`src/rtl/sr_flag_scheduler_if.sv`:
```
// Requester/bank-side signal bundle for sr_flag_scheduler.
// The master drives commands; the slave (the scheduler) answers with grants, pulses and shadow state.
interface sr_flag_scheduler_if #(
  parameter int NREQ   = 4,
  parameter int NFLAGS = 8,
  parameter int IDXW   = 3
);
  logic [NREQ-1:0]      req;
  logic [NREQ-1:0]      op;
  logic [NREQ*IDXW-1:0] idx;
  logic [NREQ-1:0]      gnt;
  logic [NFLAGS-1:0]    s_out;
  logic [NFLAGS-1:0]    r_out;
  logic [NFLAGS-1:0]    flags;
  logic                 busy;
  logic                 err;

  modport master (
    output req, op, idx,
    input  gnt, s_out, r_out, flags, busy, err
  );

  modport slave (
    input  req, op, idx,
    output gnt, s_out, r_out, flags, busy, err
  );
endinterface

```
`src/rtl/sr_flag_scheduler.sv`:
```
// Round-robin scheduler serialising set/clear commands onto an SR flip-flop bank.
// Each command takes DRIVE + GAP, so S and R are never high together and pulses are always separated.
module sr_flag_scheduler #(
  parameter int NREQ   = 4,
  parameter int NFLAGS = 8,
  parameter int IDXW   = 3
) (
  input  logic               clk,
  input  logic               rst,
  sr_flag_scheduler_if.slave bus
);

  localparam int PW = (NREQ > 1) ? $clog2(NREQ) : 1;

  typedef enum logic [1:0] {
    IDLE,
    DRIVE,
    GAP
  } state_t;

  state_t            state_q, state_d;
  logic [PW-1:0]     ptr_q, ptr_d;
  logic [NREQ-1:0]   gnt_q, gnt_d;
  logic [NFLAGS-1:0] s_q, s_d;
  logic [NFLAGS-1:0] r_q, r_d;
  logic [NFLAGS-1:0] flags_q, flags_d;
  logic              busy_q, busy_d;
  logic              err_q, err_d;

  // Latched command: the mask is empty for an out-of-range index, so the flag update is a no-op.
  logic              cmd_op_q, cmd_op_d;
  logic [NFLAGS-1:0] cmd_mask_q, cmd_mask_d;
  logic [PW-1:0]     cmd_w_q, cmd_w_d;

  logic [IDXW-1:0]   idx_arr [NREQ];
  logic              found;
  logic [PW-1:0]     win;
  logic              sel_op;
  logic [IDXW-1:0]   sel_idx;
  logic              in_range;
  logic [NFLAGS-1:0] sel_mask;

  for (genvar g = 0; g < NREQ; g++) begin : g_split
    assign idx_arr[g] = bus.idx[g*IDXW +: IDXW];
  end

  // First requesting index at or after ptr, wrapping.
  always_comb begin
    int unsigned   pos;
    logic [PW-1:0] posb;
    found = 1'b0;
    win   = '0;
    pos   = 0;
    posb  = '0;
    for (int unsigned k = 0; k < NREQ; k++) begin
      pos  = (32'(ptr_q) + k) % NREQ;
      posb = PW'(pos);
      if (!found && bus.req[posb]) begin
        found = 1'b1;
        win   = posb;
      end
    end
  end

  always_comb begin
    sel_op   = bus.op[win];
    sel_idx  = idx_arr[win];
    in_range = 32'(sel_idx) < NFLAGS;
    sel_mask = in_range ? (NFLAGS'(1) << sel_idx) : '0;
  end

  always_comb begin
    state_d    = state_q;
    ptr_d      = ptr_q;
    gnt_d      = '0;
    s_d        = '0;
    r_d        = '0;
    flags_d    = flags_q;
    busy_d     = 1'b0;
    err_d      = 1'b0;
    cmd_op_d   = cmd_op_q;
    cmd_mask_d = cmd_mask_q;
    cmd_w_d    = cmd_w_q;
    unique case (state_q)
      IDLE: begin
        if (found) begin
          gnt_d      = NREQ'(1) << win;
          busy_d     = 1'b1;
          err_d      = !in_range;
          cmd_op_d   = sel_op;
          cmd_mask_d = sel_mask;
          cmd_w_d    = win;
          if (sel_op) s_d = sel_mask;
          else        r_d = sel_mask;
          state_d    = DRIVE;
        end
      end
      DRIVE: begin
        flags_d = cmd_op_q ? (flags_q | cmd_mask_q) : (flags_q & ~cmd_mask_q);
        ptr_d   = (32'(cmd_w_q) == NREQ - 1) ? '0 : cmd_w_q + PW'(1);
        busy_d  = 1'b1;
        state_d = GAP;
      end
      GAP: begin
        state_d = IDLE;
      end
      default: begin
        state_d = IDLE;
      end
    endcase
  end

  always_ff @(posedge clk or posedge rst) begin
    if (rst) begin
      state_q    <= IDLE;
      ptr_q      <= '0;
      gnt_q      <= '0;
      s_q        <= '0;
      r_q        <= '0;
      flags_q    <= '0;
      busy_q     <= 1'b0;
      err_q      <= 1'b0;
      cmd_op_q   <= 1'b0;
      cmd_mask_q <= '0;
      cmd_w_q    <= '0;
    end else begin
      state_q    <= state_d;
      ptr_q      <= ptr_d;
      gnt_q      <= gnt_d;
      s_q        <= s_d;
      r_q        <= r_d;
      flags_q    <= flags_d;
      busy_q     <= busy_d;
      err_q      <= err_d;
      cmd_op_q   <= cmd_op_d;
      cmd_mask_q <= cmd_mask_d;
      cmd_w_q    <= cmd_w_d;
    end
  end

  assign bus.gnt   = gnt_q;
  assign bus.s_out = s_q;
  assign bus.r_out = r_q;
  assign bus.flags = flags_q;
  assign bus.busy  = busy_q;
  assign bus.err   = err_q;

endmodule

```
`src/flat_wrapper.sv`:
```
// flat-port wrapper written by rule: the top's interface ports become plain ports
module sr_flag_scheduler_flat 
#(
  parameter int NREQ   = 4,
  parameter int NFLAGS = 8,
  parameter int IDXW   = 3
)
  (clk, rst, bus_req, bus_op, bus_idx, bus_gnt, bus_s_out, bus_r_out, bus_flags, bus_busy, bus_err);
  sr_flag_scheduler_if #(.NREQ(NREQ), .NFLAGS(NFLAGS), .IDXW(IDXW)) bus_i ();
  input  logic clk;
  input  logic rst;
  input wire logic [$bits(bus_i.req)-1:0] bus_req;
  input wire logic [$bits(bus_i.op)-1:0] bus_op;
  input wire logic [$bits(bus_i.idx)-1:0] bus_idx;
  output wire logic [$bits(bus_i.gnt)-1:0] bus_gnt;
  output wire logic [$bits(bus_i.s_out)-1:0] bus_s_out;
  output wire logic [$bits(bus_i.r_out)-1:0] bus_r_out;
  output wire logic [$bits(bus_i.flags)-1:0] bus_flags;
  output wire logic [$bits(bus_i.busy)-1:0] bus_busy;
  output wire logic [$bits(bus_i.err)-1:0] bus_err;
  assign bus_i.req = bus_req;
  assign bus_i.op = bus_op;
  assign bus_i.idx = bus_idx;
  assign bus_gnt = bus_i.gnt;
  assign bus_s_out = bus_i.s_out;
  assign bus_r_out = bus_i.r_out;
  assign bus_flags = bus_i.flags;
  assign bus_busy = bus_i.busy;
  assign bus_err = bus_i.err;
  sr_flag_scheduler #(.NREQ(NREQ), .NFLAGS(NFLAGS), .IDXW(IDXW)) u_core (.clk(clk), .rst(rst), .bus(bus_i));
endmodule
```
`config.mk`:
```
export PLATFORM = sky130hd
export DESIGN_NAME = sr_flag_scheduler_flat
export DESIGN_NICKNAME = d
export VERILOG_FILES = /design/src/rtl/sr_flag_scheduler_if.sv /design/src/rtl/sr_flag_scheduler.sv /design/src/flat_wrapper.sv
export SDC_FILE = /design/constraint.sdc
export NUM_CORES = 1
export LEC_CHECK = 0
export ABC_AREA = 1
export CAP_MARGIN = 20
export CORE_ASPECT_RATIO = 1.4
export CORE_MARGIN = 2
export CORE_UTILIZATION = 49
export CTS_CLUSTER_DIAMETER = 50
export DETAILED_ROUTE_END_ITERATION = 6
export PLACE_DENSITY = 0.79
export SYNTH_ARGS = -nofsm -noshare
export SYNTH_HDL_FRONTEND = slang
export SYNTH_SLANG_ARGS = --single-unit
```
`constraint.sdc`:
```
create_clock -name clk -period 2.22 [get_ports clk]
set_input_delay 0.444 -clock clk [delete_from_list [all_inputs] [get_ports clk]]
set_output_delay 0.444 -clock clk [all_outputs]
set_load 0.03 [all_outputs]
```
==> impl_metrics.yaml, run 1 <==
synthesis:
  ys.flop_type: "dfrtp_1"
  ys_seq_area_frac: 0.5134
  synth_area_leaders: "dfrtp_1 (51%), nand2_1 (16%), nor2_1 (4.7%)"
  syn_area_mm2: 0.002145
  synth-edff-count: 0
  synth_cell_type_count: 27
  synth_most_common_cell: "nand2_1"
  syn_nets: 278
  syn-mean-instance-area_um2: 8.410
  yosysWarnings: 0
  ys_seq_elements: 44
  postSynthCellCount: 255
  synth_commonest_cells: "nand2_1 (94), dfrtp_1 (44), nor2_1 (27)"
  yosysTopAreaCell: "dfrtp_1"
  async_reset_ff_frac: 1.000
  yosys.area.top_type_share: 0.5134
floorplanning:
  row_count: 28
  start_util: 0.5101
  fp.dieW_um: 59.91
  ios: 52
  core_area_mm2: 0.004204
  die_h_um: 82.28
  dieArea_mm2: 0.004929
detailed_routing:
  drt_iter0_markers: 76
  drtPass1Iterations: 4
  antenna_left: 0
  vias_per_cell: 5.196
  routed_wl_mm: 5.463
  vias: 1938
  wl_per_cell_um: 14.65
  drc: 0
finish:
  antenna_cells: 0
  fill_cells: 317
  drive_above_1_share: 0.2530
  nNetsFinal: 350
  area_growth_pct: 41.37
  multi_input_area_mm2: 0.001054
  utilization: 0.7211
  final-seq-area_mm2: 0.001101
timing:
  setup_viol: 0
  slew_viol_final: 0
  fin_skew_ns: 0.01024
  min_period_over_period: 0.9890
  worst_pin_slew_ns: 0.6695
  fin_setup_tns_ns: 0
  maxSlewHeadroom: 0.5520
  fmax_mhz: 455.5
  min_period_ns: 2.196
  rsz0062_at_grt: "yes"
  hold_violations: 0
critical_path:
  cp_top_family: "simple AND/OR/NAND/NOR gates"
  cp_slowest_cell: "dfrtp_1"
  crit_chain: "buf_6 -> nand2_2 -> nand2_2 -> nand2_2 -> nand2_2 -> nor2_8 -> nand4_1 -> nand2_4 -> inv_4 -> nand2_1 -> nand2_2 -> nor2_2 -> nand2_1 -> nor2_1"
  arrival_ns: 2.42
  reg2reg_depth: 14
  r2r_start: "u_core.ptr_q[0]"
  rr_endpoint: "u_core.bus.r_out[6]"
  critPathLaunchType: "flop"
  ff2ff_setup_slack_ns: 0.02
  cp_max_fo: 10
  critPathBufInv: 2
  slowest_delay_ns: 0.44
  end_kind: "flop"
  crit_top_cell: "nand2_2"
  worstSetupPathType: "reg2reg"
  worst_ep_required_time_ns: 2.44
cts:
  numClockSinks: 44
  path_clk_slew_ns: 0.09
  cts_tree: "built"
  cts_max_path_buffers: 2
  clk_latency_ns: 0.30
  cts_buffers: 5
  clock-root-buffer: "clkbuf_8"
  cts_hold_buf: 0
  cts_max_level: 2
global_routing:
  grt_overflow: 0
  grt_max_degree: 45
  antenna_found_initial: 0
  grt_use_total: 0.2134
  grt_first_pass_wirelength_mm: 7.797
  grt_pass1_vias: 1773
placement:
  place.gp.congestion: 0.8471
  portBuffers: 50
  dpl.hpwl_mm: 3.718
flow_run:
  cap_viol_max_count: 0
hold_path:
  hold_path.class: "reg2reg"
  min_delay_path_depth: 2
run_status:
  run_status: "completed"
==> logic make-up after synthesis <==
logic type | Yosys count | synth area share
AOI/OAI and AO/OA | 15 | 0.04143
adders and majority gates | 1 | 0.005833
buffers and inverters | 26 | 0.05309
DFF | 44 | 0.5134
other | 1 | 0.001749
and+or+nand+nor | 168 | 0.3845
==> per-stage QoR <==
step | worst slack [ns] | hold WS [ns] | cell area, um2 | cells
2_1_floorplan | 0.4364 | 0.4498 | 2145 | 255
3_3_place_gp | -0.1734 | 0.4692 | 2764 | 358
3_5_place_dp | -0.2594 | 0.4712 | 2764 | 358
4_1_cts | 0.04235 | 0.4934 | 2885 | 366
5_1_grt | -0.07209 | 0.5128 | 3032 | 373
6_report | 0.02447 | 0.4902 | 3032 | 373
==> layout by cell type, fill, tap and decap left out <==
cell type        instances
inv_4                    3
ha_1                     1
clkdlybuf4s50_1         50
nor2_2                   4
nor2_4                   4
clkbuf_8                 6
clkinv_1                 1
nand2_4                  6
bufinv_16                1
nor2_1                  21
buf_4                   13
nand3_4                  4
o31ai_1                  1
o21ai_2                  1
o21ai_0                 12
nand4_1                  7
nand2_1                 81
nor3_1                   2
inv_2                    3
nor2_8                   1
nand2_2                 28
conb_1                   1
nand3_2                  6
dfrtp_1                 44
inv_1                   15
clkinv_4                 1
a21oi_4                  1
buf_6                    1
nand3_1                  9
==> worst max-delay path by stage <==
| stage | from | endpoint | slack [ns] | depth (start not counted) |
|---|---|---|---|---|
| after floorplan | u_core.ptr_q[0] | u_core.bus.s_out[0] | 0.44 | 15 |
| after global placement | bus_req[2] | u_core.bus.s_out[5] | -0.17 | 15 |
| after detailed placement | bus_req[0] | u_core.bus.r_out[7] | -0.26 | 15 |
| after CTS | bus_req[0] | u_core.bus.r_out[7] | 0.04 | 15 |
| after global routing | bus_req[3] | u_core.bus.r_out[6] | -0.07 | 17 |
| final | u_core.ptr_q[0] | u_core.bus.r_out[6] | 0.02 | 14 |
==> final cells by class <==
type	count	area share
Sequential cell	44	0.3632
Clock buffer	6	0.02724
Clock inverter	2	0.01279
Inverter	22	0.02972
Multi-Input combinational cell	190	0.3475
Tap cell	45	0.01857
Timing Repair Buffer	64	0.2010
==> per-layer routing <==
layer	wire length, um	vias up	track usage
met1	2127	904	0.2503
met2	2819	66	0.3641
met4	221	0	0.1089
met3	294	16	0.04206
li1	-	952	-
met5	0	-	0
==> worst reg2reg max path, delay by kind of cell (launching register included) <==
kind | cells | cell delay [ns]
DFF | 1 | 0.44
and+or+nand+nor | 12 | 1.44
buffers and inverters | 2 | 0.24
==> what timing repair did <==
item,CTS,global route
setup endpoints to repair,0,23
setup buffers,0,2
gates resized for setup,0,30
Power of run 1 is not shown: default switching activity piles up to over one toggle a cycle in this logic, so the estimate is an artifact.
==> run 2, diff against run 1 <==
--- a/config.mk
+++ b/config.mk
@@ -5,14 +5,14 @@
 export SDC_FILE = /design/constraint.sdc
 export NUM_CORES = 1
 export LEC_CHECK = 0
-export ABC_AREA = 1
 export CAP_MARGIN = 20
 export CORE_ASPECT_RATIO = 1.4
 export CORE_MARGIN = 2
 export CORE_UTILIZATION = 49
 export CTS_CLUSTER_DIAMETER = 50
 export DETAILED_ROUTE_END_ITERATION = 6
-export PLACE_DENSITY = 0.79
+export PLACE_DENSITY = 0.8
+export SETUP_SLACK_MARGIN = 0.05
 export SYNTH_ARGS = -nofsm -noshare
 export SYNTH_HDL_FRONTEND = slang
 export SYNTH_SLANG_ARGS = --single-unit
==> run 2 against run 1 <==
Net effect:
- the flow now finishes with violations (design-rule violations)
- first-iteration DRC count fell by 59%
- count of clock-buffer cells in the layout stayed put
- flip-flop and latch count did not move
- register-to-register slack better by 0.096 ns
- critical path type is now in2reg
- largest cell class unchanged
- highest routed layer unchanged
==> impl_metrics.yaml, run 2 <==
synthesis:
  syn-mean-instance-area_um2: 12.73
  syn_area_mm2: 0.002074
  ys_seq_elements: 44
  postSynthCellCount: 163
  synth-edff-count: 0
  yosysTopAreaCell: "dfrtp_1"
  synth-adder-area-share: 0.006031
  syn_nets: 186
  synth_compound_area_frac: 0.08022
  synth_area_leaders: "dfrtp_1 (53%), mux2_2 (6.0%), nor4b_2 (5.1%)"
  async_reset_ff_frac: 1.000
  ys_seq_area_frac: 0.5308
  synthXorXnorAreaFrac: 0
  yosysWarnings: 0
  yosys.area_share.simple: 0.2419
  synth_most_common_cell: "dfrtp_1"
  ys.flop_type: "dfrtp_1"
  yosys.area.top_type_share: 0.5308
  synth_top_family_by_area: "simple AND/OR/NAND/NOR gates"
  synth.mux.area_fraction: 0.09590
  synth_cell_type_count: 41
  synth_commonest_cells: "dfrtp_1 (44), nand2_1 (20), mux2_2 (11)"
timing:
  fin_hold_ws_ns: 0.4578
  maxSlewHeadroom: 0.4873
  min_period_over_period: 0.9667
  setup_viol: 0
  min_period_ns: 2.146
  rsz0062_at_grt: "no"
  fin_skew_ns: 0.004568
  fmax_mhz: 466.0
  slew_viol_final: 0
  hold_violations: 0
  fin_ws_ns: 0.07392
  worst_pin_slew_ns: 0.7674
floorplanning:
  fp.dieW_um: 58.99
  die_h_um: 80.99
  ios: 52
  dieArea_mm2: 0.004777
  start_util: 0.5018
  core_area_mm2: 0.004134
  row_count: 28
global_routing:
  grt_first_pass_wirelength_mm: 7.486
  grt_use_total: 0.2131
  grt_overflow: 0
  use_met2: 0.3822
  use_met1: 0.2260
  grtUsageMet3: 0.04459
  busiest_layer: "met2"
  grt_max_degree: 45
  antenna_found_initial: 0
  grt_pass1_vias: 1627
detailed_routing:
  routed_wl_mm: 4.855
  drc: 2
  vias_per_cell: 5.472
  wl_per_cell_um: 17.10
  drt_iter0_markers: 31
  antenna_left: 0
  drtPass1Iterations: 6
  vias: 1554
finish:
  fill_cells: 291
  drive_above_1_share: 0.3389
  final_cell_mix: "clkdlybuf4s50_1 (47), dfrtp_1 (44), buf_4 (25), nand2_1 (20), mux2_2 (10)"
  final_common_cell: "clkdlybuf4s50_1"
  area_growth_pct: 45.42
  antenna_cells: 0
  nNetsFinal: 261
cts:
  cts_buffers: 5
  clock-root-buffer: "clkbuf_8"
  numClockSinks: 44
  cts_hold_buf: 0
  cts_max_level: 2
  clk_latency_ns: 0.30
  cts_max_path_buffers: 2
  cts_tree: "built"
  path_clk_slew_ns: 0.08
critical_path:
  worst_ep_required_time_ns: 2.40
  arrival_ns: 2.32
  worstSetupPathType: "in2reg"
  cp_max_fo: 12
  slowest_delay_ns: 0.49
  end_kind: "flop"
  critPathLaunchType: "input port"
  cp_slowest_cell: "clkdlybuf4s50_1"
  crit_chain: "clkdlybuf4s50_1 -> inv_1 -> and2_4 -> nor3_4 -> buf_4 -> mux2_4 -> a32o_1"
placement:
  place.gp.congestion: 0.8297
  pre_cts_ws_ns: -0.3187
  dpl.hpwl_mm: 3.335
  portBuffers: 50
power:
  leakage_uw: 0.001329
  ir_drop_uv: 833.8
  p_total_uw: 4204
  pwr_density_cell_mw_per_mm2: 1394
hold_path:
  hold_path.class: "reg2reg"
flow_run:
  cap_viol_max_count: 0
run_status:
  violations: "design-rule violations"
  run_status: "finished, violations left"
==> run 2: per-layer routing <==
| layer | part of all wire | vias up | routed length [um] |
|---|---|---|---|
| li1 | - | 733 | - |
| met1 | 0.37 | 758 | 1779 |
| met2 | 0.56 | 49 | 2724 |
| met3 | 0.039 | 14 | 191 |
| met4 | 0.033 | 0 | 159 |
| met5 | 0 | - | 0 |
==> run 2: layout make-up <==
type                       instances  area, um2  area share
timing repair buffer              78      739.5      0.2451
sequential                        44       1101      0.3650
multi-input combinational        106      987.2      0.3273
inverter                           3      11.26    0.003733
clock inverter                     2      38.79     0.01286
tap                               45      56.30     0.01866
clock buffer                       6      82.58     0.02737
==> run 2: cell families (layout without fill, tap and decap cells) <==
kind of cell / count (synthesis) / after routing
DFF: 44 / 44
and+or+nand+nor: 66 / 66
other: 1 / 1
muxes: 18 / 18
AOI/OAI and AO/OA: 20 / 20
buffers and inverters: 13 / 89
adders and majority gates: 1 / 1
==> run 2: timing repair <==
item | 4_1_cts | 5_1_grt
resized for setup | 10 | 12
endpoints found under the setup margin | 11 | 17
setup buffers | 1 | 4
hold endpoints to repair | 0 | 0
pin swaps | 1 | 2
cloned | 1 | 0
==> run 2: critical path, delay by kind of cell <==
kind,cells,cell delay (ns)
mux,1,0.40
compound gates,1,0.29
buf+inv,3,0.78
simple gates,2,0.42
==> run 2: worst paths after layout <==
kind,slack [ns],to,depth (start not counted),from
worst max-delay path,0.07,u_core.cmd_mask_q[0],7,bus_req[3]
worst max register to register,0.12,u_core.bus.r_out[3],7,u_core.ptr_q[1]
max in group asynchronous,1.27,async pin,3,rst
min in group asynchronous,0.58,u_core.bus.r_out[7],3,rst
worst min-delay path,0.46,u_core.bus.busy,1,u_core.state_q[1]
worst min register to register,0.46,u_core.bus.busy,1,u_core.state_q[1]
==> run 2: where the power goes <==
part	leakage [uW]	switching (uW)	internal [uW]
clock	0.0000614	267	368
combinational	0.000687	1280	1070
sequential	0.000580	158	1070
==> run 2: through the flow <==
step | instance area [um2] | cells | util | setup TNS [ns]
6_report | 3017 | 284 | 0.7297 | 0
5_1_grt | 3017 | 284 | 0.7297 | 0
4_1_cts | 2923 | 280 | 0.7070 | 0
3_5_place_dp | 2743 | 270 | 0.6634 | -6.097
3_3_place_gp | 2743 | 270 | 0.6634 | -3.469
2_1_floorplan | 2074 | 163 | - | 0
(Power assumes the default switching activity.)
